`src/rtl/ps2_pkg.sv`:
```
// Shared definitions for the PS/2 keypad entry block: scan codes,
// state enumerations and the keypad digit lookup.
package ps2_pkg;

    localparam logic [7:0] SC_BREAK = 8'hF0;
    localparam logic [7:0] SC_EXT   = 8'hE0;
    localparam logic [7:0] SC_ENTER = 8'h5A;
    localparam logic [7:0] SC_BKSP  = 8'h66;
    localparam logic [7:0] SC_ESC   = 8'h76;

    localparam logic [7:0] SC_KP0 = 8'h70;
    localparam logic [7:0] SC_KP1 = 8'h69;
    localparam logic [7:0] SC_KP2 = 8'h72;
    localparam logic [7:0] SC_KP3 = 8'h7A;
    localparam logic [7:0] SC_KP4 = 8'h6B;
    localparam logic [7:0] SC_KP5 = 8'h73;
    localparam logic [7:0] SC_KP6 = 8'h74;
    localparam logic [7:0] SC_KP7 = 8'h6C;
    localparam logic [7:0] SC_KP8 = 8'h75;
    localparam logic [7:0] SC_KP9 = 8'h7D;

    typedef enum logic [1:0] {FR_IDLE, FR_SHIFT, FR_CHECK} frame_state_t;
    typedef enum logic [1:0] {DEC_NORM, DEC_EXT, DEC_BRK} dec_state_t;
    typedef enum logic [1:0] {OUT_IDLE, OUT_CONV, OUT_HOLD} out_state_t;

    typedef struct packed {
        logic       hit;
        logic [3:0] digit;
    } digit_lookup_t;

    function automatic digit_lookup_t lookup_digit(input logic [7:0] code);
        digit_lookup_t r;
        r.hit   = 1'b1;
        r.digit = 4'd0;
        case (code)
            SC_KP0:  r.digit = 4'd0;
            SC_KP1:  r.digit = 4'd1;
            SC_KP2:  r.digit = 4'd2;
            SC_KP3:  r.digit = 4'd3;
            SC_KP4:  r.digit = 4'd4;
            SC_KP5:  r.digit = 4'd5;
            SC_KP6:  r.digit = 4'd6;
            SC_KP7:  r.digit = 4'd7;
            SC_KP8:  r.digit = 4'd8;
            SC_KP9:  r.digit = 4'd9;
            default: r.hit   = 1'b0;
        endcase
        return r;
    endfunction

endpackage

```
`src/rtl/ps2_frame_rx.sv`:
```
// PS/2 device-to-host frame receiver: input synchronisers, frame FSM with
// inactivity timeout, odd-parity and stop-bit checking.
module ps2_frame_rx
    import ps2_pkg::*;
#(
    parameter int TIMEOUT_CYCLES = 50000,
    parameter int SYNC_STAGES    = 2
) (
    input  logic       clk,
    input  logic       rst,
    input  logic       ps2_clk,
    input  logic       ps2_data,
    output logic [7:0] data_byte,
    output logic       byte_valid,
    output logic       frame_err
);

    localparam int TW = (TIMEOUT_CYCLES > 2) ? $clog2(TIMEOUT_CYCLES) : 1;

    logic [SYNC_STAGES-1:0] clk_sync_reg;
    logic [SYNC_STAGES-1:0] data_sync_reg;
    logic                   clk_prev_reg;
    logic                   clk_s;
    logic                   data_s;
    logic                   fall;

    frame_state_t  state_reg;
    logic [3:0]    bit_cnt_reg;
    logic [9:0]    shift_reg;
    logic [TW-1:0] tmo_reg;
    logic [7:0]    byte_reg;
    logic          valid_reg;
    logic          err_reg;

    assign clk_s  = clk_sync_reg[SYNC_STAGES-1];
    assign data_s = data_sync_reg[SYNC_STAGES-1];
    assign fall   = clk_prev_reg & ~clk_s;

    // Synchronisers reset to the idle-high line level so reset release never fakes an edge.
    always_ff @(posedge clk or negedge rst) begin
        if (!rst) begin
            clk_sync_reg  <= '1;
            data_sync_reg <= '1;
            clk_prev_reg  <= 1'b1;
        end else begin
            clk_sync_reg  <= {clk_sync_reg[SYNC_STAGES-2:0], ps2_clk};
            data_sync_reg <= {data_sync_reg[SYNC_STAGES-2:0], ps2_data};
            clk_prev_reg  <= clk_s;
        end
    end

    always_ff @(posedge clk or negedge rst) begin
        if (!rst) begin
            state_reg   <= FR_IDLE;
            bit_cnt_reg <= 4'd0;
            shift_reg   <= 10'd0;
            tmo_reg     <= '0;
            byte_reg    <= 8'd0;
            valid_reg   <= 1'b0;
            err_reg     <= 1'b0;
        end else begin
            valid_reg <= 1'b0;
            err_reg   <= 1'b0;
            case (state_reg)
                FR_IDLE: begin
                    if (fall && !data_s) begin
                        state_reg   <= FR_SHIFT;
                        bit_cnt_reg <= 4'd0;
                        tmo_reg     <= '0;
                    end
                end
                FR_SHIFT: begin
                    // Bits arrive LSB first; after ten edges [7:0]=data, [8]=parity, [9]=stop.
                    if (fall) begin
                        tmo_reg   <= '0;
                        shift_reg <= {data_s, shift_reg[9:1]};
                        if (bit_cnt_reg == 4'd9) begin
                            state_reg <= FR_CHECK;
                        end else begin
                            bit_cnt_reg <= bit_cnt_reg + 4'd1;
                        end
                    end else if (tmo_reg == TW'(TIMEOUT_CYCLES - 1)) begin
                        state_reg <= FR_IDLE;
                        err_reg   <= 1'b1;
                    end else begin
                        tmo_reg <= tmo_reg + TW'(1);
                    end
                end
                FR_CHECK: begin
                    if ((^shift_reg[8:0]) && shift_reg[9]) begin
                        byte_reg  <= shift_reg[7:0];
                        valid_reg <= 1'b1;
                    end else begin
                        err_reg <= 1'b1;
                    end
                    state_reg <= FR_IDLE;
                end
                default: state_reg <= FR_IDLE;
            endcase
        end
    end

    assign data_byte  = byte_reg;
    assign byte_valid = valid_reg;
    assign frame_err  = err_reg;

endmodule

```
`src/rtl/ps2_keypad_entry.sv`:
```
// Keypad number entry: decodes PS/2 keypad bytes into digit/edit commands,
// buffers digits and converts them to binary on Enter with a valid/ready output.
module ps2_keypad_entry
    import ps2_pkg::*;
#(
    parameter int TIMEOUT_CYCLES = 50000,
    parameter int MAX_DIGITS     = 4,
    parameter int OUT_W          = 32,
    parameter int SYNC_STAGES    = 2
) (
    input  logic             clk,
    input  logic             rst,
    input  logic             ps2_clk,
    input  logic             ps2_data,
    output logic [OUT_W-1:0] value_o,
    output logic             value_valid_o,
    input  logic             value_ready_i,
    output logic [3:0]       digits_o,
    output logic [7:0]       key_code_o,
    output logic             key_valid_o,
    output logic             frame_err_o
);

    logic [7:0] rx_byte;
    logic       rx_valid;
    logic       rx_err;

    ps2_frame_rx #(
        .TIMEOUT_CYCLES(TIMEOUT_CYCLES),
        .SYNC_STAGES   (SYNC_STAGES)
    ) u_rx (
        .clk       (clk),
        .rst       (rst),
        .ps2_clk   (ps2_clk),
        .ps2_data  (ps2_data),
        .data_byte (rx_byte),
        .byte_valid(rx_valid),
        .frame_err (rx_err)
    );

    assign key_code_o  = rx_byte;
    assign key_valid_o = rx_valid;
    assign frame_err_o = rx_err;

    dec_state_t    dec_state_reg;
    dec_state_t    dec_state_next;
    digit_lookup_t lookup;
    logic          ev_digit;
    logic          ev_enter;
    logic          ev_bksp;
    logic          ev_clear;

    assign lookup = lookup_digit(rx_byte);

    // Events are decoded in the same cycle as the byte pulse so Enter latency stays count+1.
    always_comb begin
        dec_state_next = dec_state_reg;
        ev_digit       = 1'b0;
        ev_enter       = 1'b0;
        ev_bksp        = 1'b0;
        ev_clear       = 1'b0;
        if (rx_valid) begin
            case (dec_state_reg)
                DEC_NORM: begin
                    if (rx_byte == SC_BREAK)      dec_state_next = DEC_BRK;
                    else if (rx_byte == SC_EXT)   dec_state_next = DEC_EXT;
                    else if (lookup.hit)          ev_digit       = 1'b1;
                    else if (rx_byte == SC_ENTER) ev_enter       = 1'b1;
                    else if (rx_byte == SC_BKSP)  ev_bksp        = 1'b1;
                    else if (rx_byte == SC_ESC)   ev_clear       = 1'b1;
                end
                DEC_EXT: begin
                    if (rx_byte == SC_BREAK) begin
                        dec_state_next = DEC_BRK;
                    end else begin
                        dec_state_next = DEC_NORM;
                        ev_enter       = (rx_byte == SC_ENTER);
                    end
                end
                DEC_BRK: dec_state_next = DEC_NORM;
                default: dec_state_next = DEC_NORM;
            endcase
        end
    end

    always_ff @(posedge clk or negedge rst) begin
        if (!rst) begin
            dec_state_reg <= DEC_NORM;
        end else begin
            dec_state_reg <= dec_state_next;
        end
    end

    out_state_t              out_state_reg;
    logic [3:0]              count_reg;
    logic [3:0]              conv_idx_reg;
    logic [OUT_W-1:0]        acc_reg;
    logic [OUT_W-1:0]        acc_next;
    logic [OUT_W-1:0]        value_reg;
    logic                    valid_reg;
    logic                    buf_open;
    logic                    push;
    logic [4*MAX_DIGITS-1:0] slot_bus;
    logic [3:0]              conv_digit;

    // The buffer is frozen while converting so the digits being read cannot move.
    assign buf_open = (out_state_reg != OUT_CONV);
    assign push     = buf_open && ev_digit && (count_reg < 4'(MAX_DIGITS));

    generate
        for (genvar gi = 0; gi < MAX_DIGITS; gi++) begin : g_slot
            logic [3:0] slot_reg;
            always_ff @(posedge clk or negedge rst) begin
                if (!rst) begin
                    slot_reg <= 4'd0;
                end else if (push && (count_reg == 4'(gi))) begin
                    slot_reg <= lookup.digit;
                end
            end
            assign slot_bus[gi*4 +: 4] = slot_reg;
        end
    endgenerate

    always_comb begin
        conv_digit = 4'd0;
        for (int i = 0; i < MAX_DIGITS; i++) begin
            if (conv_idx_reg == 4'(i)) conv_digit = slot_bus[i*4 +: 4];
        end
    end

    assign acc_next = (acc_reg << 3) + (acc_reg << 1) + OUT_W'(conv_digit);

    always_ff @(posedge clk or negedge rst) begin
        if (!rst) begin
            out_state_reg <= OUT_IDLE;
            count_reg     <= 4'd0;
            conv_idx_reg  <= 4'd0;
            acc_reg       <= '0;
            value_reg     <= '0;
            valid_reg     <= 1'b0;
        end else begin
            if (buf_open) begin
                if (push)                                count_reg <= count_reg + 4'd1;
                else if (ev_bksp && count_reg != 4'd0)   count_reg <= count_reg - 4'd1;
                else if (ev_clear)                       count_reg <= 4'd0;
            end
            case (out_state_reg)
                OUT_IDLE: begin
                    if (ev_enter) begin
                        acc_reg      <= '0;
                        conv_idx_reg <= 4'd0;
                        if (count_reg == 4'd0) begin
                            out_state_reg <= OUT_HOLD;
                            value_reg     <= '0;
                            valid_reg     <= 1'b1;
                        end else begin
                            out_state_reg <= OUT_CONV;
                        end
                    end
                end
                OUT_CONV: begin
                    acc_reg      <= acc_next;
                    conv_idx_reg <= conv_idx_reg + 4'd1;
                    if (conv_idx_reg + 4'd1 == count_reg) begin
                        out_state_reg <= OUT_HOLD;
                        value_reg     <= acc_next;
                        valid_reg     <= 1'b1;
                        count_reg     <= 4'd0;
                    end
                end
                OUT_HOLD: begin
                    if (valid_reg && value_ready_i) begin
                        out_state_reg <= OUT_IDLE;
                        valid_reg     <= 1'b0;
                    end
                end
                default: out_state_reg <= OUT_IDLE;
            endcase
        end
    end

    assign value_o       = value_reg;
    assign value_valid_o = valid_reg;
    assign digits_o      = count_reg;

endmodule

```
`config.mk`:
```
export PLATFORM = sky130hd
export DESIGN_NAME = ps2_keypad_entry
export DESIGN_NICKNAME = d
export VERILOG_FILES = /design/src/rtl/ps2_pkg.sv /design/src/rtl/ps2_frame_rx.sv /design/src/rtl/ps2_keypad_entry.sv
export SDC_FILE = /design/constraint.sdc
export NUM_CORES = 1
export LEC_CHECK = 0
export CELL_PAD_IN_SITES_DETAIL_PLACEMENT = 0
export CELL_PAD_IN_SITES_GLOBAL_PLACEMENT = 1
export CORE_ASPECT_RATIO = 1.5
export CORE_MARGIN = 1
export CORE_UTILIZATION = 47
export DETAILED_ROUTE_END_ITERATION = 6
export PLACE_DENSITY_LB_ADDON = 0.12
export SYNTH_ARGS = -nofsm -noshare
export SYNTH_HDL_FRONTEND = slang
export SYNTH_SLANG_ARGS = --single-unit
```
`constraint.sdc`:
```
create_clock -name clk -period 5.5 [get_ports clk]
set_input_delay 0.825 -clock clk [delete_from_list [all_inputs] [get_ports clk]]
set_output_delay 0.825 -clock clk [all_outputs]
set_load 0.01 [all_outputs]
```
* Word level (Yosys, flattened, before mapping) *
Index checks and enable logic that the tools add are counted.
Widths: inputs -> output; s select.

storage, ports and cells
  input bits = 5
  output and inout port bits = 47
  register bits after elaboration = 139
  word-level logic and storage cells = 184

operators by class
  equality and inequality tests = 41
  muxes and demuxes = 80
  bitwise gates (word level) = 2
  add/sub/neg operators = 7
  reduce and logical (&&, ||, !) cells = 32
  magnitude comparators = 1

operators with widths
  kind                   number
  $eq 8x7->1 const B     13
  $mux 32                3
  $pmux 32 s2            1
  $pmux 31 s2            1
  $mux 4                 14
  $mux 16                3
  $mux 1                 36
  $pmux 4 s9             1
  $add 32x32->32         1
  $add 32x4->32          1
  $pmux 16 s2            1
  $mux 31                1
  $mux 2                 11
  $add 16x1->16 const B  1
  $eq 16x16->1 const B   1
  $eq 4x2->1 const B     4
  $eq 8x8->1 const B     2
  $pmux 4 s2             2
  $add 4x1->4 const B    3
  $logic_and 1x1->1      10
  $ne 2x2->1 const B     5
  $reduce_or 10->1       1
  $reduce_and 3->1       3
  $reduce_xor 9->1       1
  other kinds (26)       43

* Depth between registers and ports, before layout *
  depth in word-level cells = 15
  gate-level depth with buffers = 19
  mapped depth without buffers = 19

* Modules after synthesis *
A second synthesis with hierarchy kept.

second synthesis, totals
  cells, all modules = 900
  area total of the unflattened synthesis = 8674.6 um^2

modules (own cells, without submodules)
  module            seq. area each (um^2)  instances  area each (um^2)  cells an instance
  ps2_keypad_entry  2302.2                 1          6423.7            711
  ps2_frame_rx      1182.4                 1          2250.9            189

* Worst setup path before layout *
No wires, ideal clock.

  path kind = reg-to-reg
  from = reg conv_idx_reg[0]
  to = reg acc_reg[30]
  buffers on the path = 1
  data required time = 5.379 ns
  clock period less this slack = 3.769 ns
  stages on the path, launching flop included = 19
  arrival = 3.648 ns
  setup slack = 1.731 ns
  library setup time = 0.121 ns
  cell sequence = dfrtp_1 -> ha_1 -> clkbuf_1 -> nor2_1 -> a21oi_1 -> nor2_1 -> a21oi_1 -> o21ai_0 -> nand2_1 -> fa_1 -> inv_1 -> fa_1 -> a21o_1 -> a221oi_2 -> o21ai_1 -> a211o_1 -> a31oi_1 -> xnor2_1 -> a22o_1

between the ends
  cells in the longest elaborated chain, start to end = 7
  elaborated cells between the ends (all ways) = 10
  those cells by class = 1 x add/sub; 3 x eq/ne; 5 x mux; 1 x reduce/logical

RTL lines
  element                 line                     text
  from (decl)             ps2_keypad_entry.sv:96   logic [3:0] conv_idx_reg;
  from (signal assigned)  ps2_keypad_entry.sv:163  conv_idx_reg <= conv_idx_reg + 4'd1;
  $logic_not 4->1         ps2_keypad_entry.sv:127  if (conv_idx_reg == 4'(i)) conv_digit = slot_bus[i*4 +: 4];
  $mux 4 (3 in series)    ps2_keypad_entry.sv:127
  $mux 4 (*)              ps2_keypad_entry.sv:127
  $add 32x4->32 (*)       ps2_keypad_entry.sv:131  assign acc_next = (acc_reg << 3) + (acc_reg << 1) + OUT_W'(conv_digit);
  $pmux 31 s2 (*)         ps2_keypad_entry.sv:147  case (out_state_reg)
  to (signal assigned)    ps2_keypad_entry.sv:162  acc_reg <= acc_next;
  to (decl)               ps2_keypad_entry.sv:97   logic [OUT_W-1:0] acc_reg;

Mark *: on every way between the ends. The rest lies on a longest branch, timed or not.
A chain may end at the register's enable or synchronous reset.

* Final worst setup path *
  from = reg conv_idx_reg[0]
  to = reg acc_reg[21]

Same word-level chain as after synthesis.

==> flow_summary.yaml <==
final_layout:
  stdcell_count: 1144
  layout-drive-gt1-share: 0.103
  largest_register_ffs: 32
  nets: 1000
  antenna_cells: 0
  post-route-cell-area_mm2: 0.00975
  synthToLayoutAreaGrowth_pct: 14.7
logic_synthesis:
  synth-adder-area-share: 0.115
  synth_area_mm2: 0.00850
  synth_cells: 882
  synth_top_family_by_area: "compound AO/OA/AOI/OAI gates"
  synth_simple_gate_area_frac: 0.160
  ys_ff_latch: 139
  synth-compound-area-share: 0.172
  ys_types: 72
  post_synth_mux_area_share: 0.0561
  avgSynthCellArea_um2: 9.64
  yosysSeqAreaShare: 0.410
  yosysWarnings: 0
  synth-main-ff-cell: "dfrtp_1"
  synth_edf_count: 0
  synth_nets: 964
  async_reset_ff_frac: 1.00
  synth_xor_area_frac: 0.0536
critical_path:
  startpoint_type: "flip-flop"
  r2r_setup_slack_ns: 1.37
  slowest_delay_ns: 0.67
  r2r-end: "acc_reg[21]"
  cp-startpoint: "conv_idx_reg[0]"
  reg2reg_from: "conv_idx_reg[0]"
  crit_slowest_cell: "a211oi_1"
  worstPathArrival_ns: 4.44
  cp_max_fo: 7
  crit_family: "compound AO/OA/AOI/OAI gates"
  critPathKind: "flip-flop to flip-flop"
  reg2reg_depth: 19
  cp.buffers_inverters: 2
  endpoint_kind: "flip-flop"
  required_ns: 5.81
  worstPathCellList: "inv_1 -> ha_1 -> nand2_1 -> nor2_1 -> a21oi_1 -> nor2_1 -> a21oi_1 -> o21ai_0 -> nand2_1 -> fa_1 -> inv_1 -> ha_1 -> a21oi_1 -> nand4b_1 -> a211oi_1 -> nor2_1 -> o31ai_1 -> xor2_1 -> a22o_1"
hold_path:
  whs_path_depth: 0
  worstHoldStart: "u_rx.clk_sync_reg[0]"
  min_path_type: "flip-flop to flip-flop"
  hold-path-endpoint: "u_rx.clk_sync_reg[1]"
placed_design:
  dp_hpwl_um: 15100
  port_buffers: 51
  placed_cell_area_mm2: 0.00914
  post-place-cells: 1112
  gp_congestion: 0.902
cts:
  clock_path_buffers: 2
  hold_buffers: 0
  postCtsSetupRepairBufs: 0
  cts_tree: "done"
  numCtsBuffers: 17
  htree_levels: 4
  cts_resized: 0
  clkTransAtPathRegs_ns: 0.06
  cts_sinks: 139
  clk_latency_ns: 0.43
  cts_root_buf: "clkbuf_16"
timing:
  max_freq_ghz: 0.242
  setup_tns_ns: 0
  min_period_ns: 4.13
  skew_ns: 0.00911
  hold_viol: 0
  slew_viol_final: 0
  slew_headroom: 0.322
  timing.final.crit_share: 0.751
  setup_viol: 0
  rsz0062_at_grt: "false"
  tightest_slew_ns: 1.01
floorplanning:
  rows: 59
  dieArea_mm2: 0.0186
  coreArea_mm2: 0.0175
  die_x_um: 112
  initial_core_util: 0.486
  die_y_um: 167
  num_io_pins: 52
run:
  maxCapViolations: 0
detailed_routing:
  drc: 4
  wl_per_cell_um: 17.9
  ant_nets: 0
  wl_um: 20400
  vias: 6634
  drt_iter0_drc: 252
  post_drt_via_cell_ratio: 5.80
  drt_pass1_iterations: 7
pwr:
  irDropWorstVdd_mv: 0.318
  powerDensity_mw_per_mm2: 287
  p_leak_nw: 4.51
outcome:
  status: "complete, but fails checks"
  violations: "DRC"
global_route:
  track_usage: 0.232
  grt_first_pass_wirelength_um: 34300
  antenna_found_initial: 0
  grt_pass1_vias: 6946
  grt_max_degree: 91
  gr-total-overflow: 0
worst register-to-register path, stage by stage (launching register included):
cell and delay, ns:
dfrtp_1 0.44, inv_1 0.11, ha_1 0.22, nand2_1 0.07, nor2_1 0.08, a21oi_1 0.05, nor2_1 0.11, a21oi_1 0.04
o21ai_0 0.16, nand2_1 0.09, fa_1 0.48, inv_1 0.06, ha_1 0.28, a21oi_1 0.07, nand4b_1 0.22, a211oi_1 0.67
nor2_1 0.25, o31ai_1 0.30, xor2_1 0.13, a22o_1 0.21
cells in the mapped netlist, drive strengths merged, types with 2 or more instances:
master     n  area, um^2
nand2    121         454
o211ai     4        30.0
o21ai     83         419
a21oi     50         250
or2        5        31.3
mux2      37         417
nand2b     6        37.5
buf       15        95.1
nor2      45         176
a211oi     4        30.0
and3       7        43.8
or2b       2        16.3
fa         2        40.0
a21boi     4        30.0
o21a       2        15.0
nand4     11        68.8
xnor2     29         254
o2bb2ai    2        17.5
a32oi      3        26.3
o41ai      5        43.8
a21o      10        75.1
o21bai     4        33.8
nand3b     6        45.0
o221ai     2        17.5
and2      10        62.6
xor2      23         201
a22oi      2        15.0
or4        4        30.0
ha        75         938
o22ai      4        25.0
o31ai     12        90.1
mux2i      6        60.1
nor3      20         100
dfstp      5         131
inv       25        93.8
a22o      24         210
dfrtp    134        3350
nand3     14        70.1
clkbuf    23        96.3
or3        3        23.8
a31oi      7        43.8
nor2b      7        43.8
nor4       5        52.6
or3b       5        43.8
nor4bb     2        20.0
worst max path at each step:
stage | to | depth (start not counted)
final | acc_reg[21] | 19
after global routing | acc_reg[19] | 19
after CTS | value_o[19] | 19
after detailed placement | value_o[30] | 19
after global placement | value_o[19] | 19
after floorplan | acc_reg[30] | 18
power by group:
part           switching [mW]  internal, mW
Combinational           0.232         0.198
Sequential             0.0836          1.09
Clock                   0.445         0.757
cells by family after synthesis:
logic type,count (synthesis)
mux,43
xor+xnor,52
simple gates,277
fa+ha+maj,77
buf+inv,63
compound gates,231
flops,139
layout make-up:
class	instances	area [um^2]
well taps	213	267
flip-flops and latches	139	3480
inverters	25	93.8
repair buffers	55	542
clock buffers	20	437
multi-input cells	680	4750
clock inverters	12	175
fillers	1537	7740
per-stage QoR:
stage	util	hold slack [ns]	power, mW	setup WS, ns
floorplan	-	0.345	1.48	1.73
global placement	0.522	0.347	1.60	1.42
detailed placement	0.522	0.348	1.62	1.38
CTS	0.557	0.357	2.83	1.37
global route	0.557	0.364	2.92	0.967
finish	0.557	0.356	2.80	1.37
layer usage:
metal | track usage | up-vias | wire, um
met5 | 0 | - | 0
met3 | 0.0400 | 47 | 413
met2 | 0.446 | 94 | 11200
li1 | - | 3234 | -
met1 | 0.238 | 3259 | 8100
met4 | 0.110 | 0 | 739
cell usage in the layout, fill, tap and decap left out, types with 7 or more instances in the layout:
cell type and instances:
nor3_1 20, and2_1 7, clkdlybuf4s50_1 50, o31ai_1 12, clkbuf_16 17, nand4_1 11, mux2_2 37, nand2_1 121
a31oi_1 7, o21ai_0 79, a21o_1 10, and3_1 7, ha_1 75, nor2b_1 7, inv_1 25, a22o_1 24
nor2_1 44, xnor2_1 29, dfrtp_1 134, nand3_1 14, xor2_1 23, a21oi_1 49
Note: power is estimated with default switching activity, not from simulation.
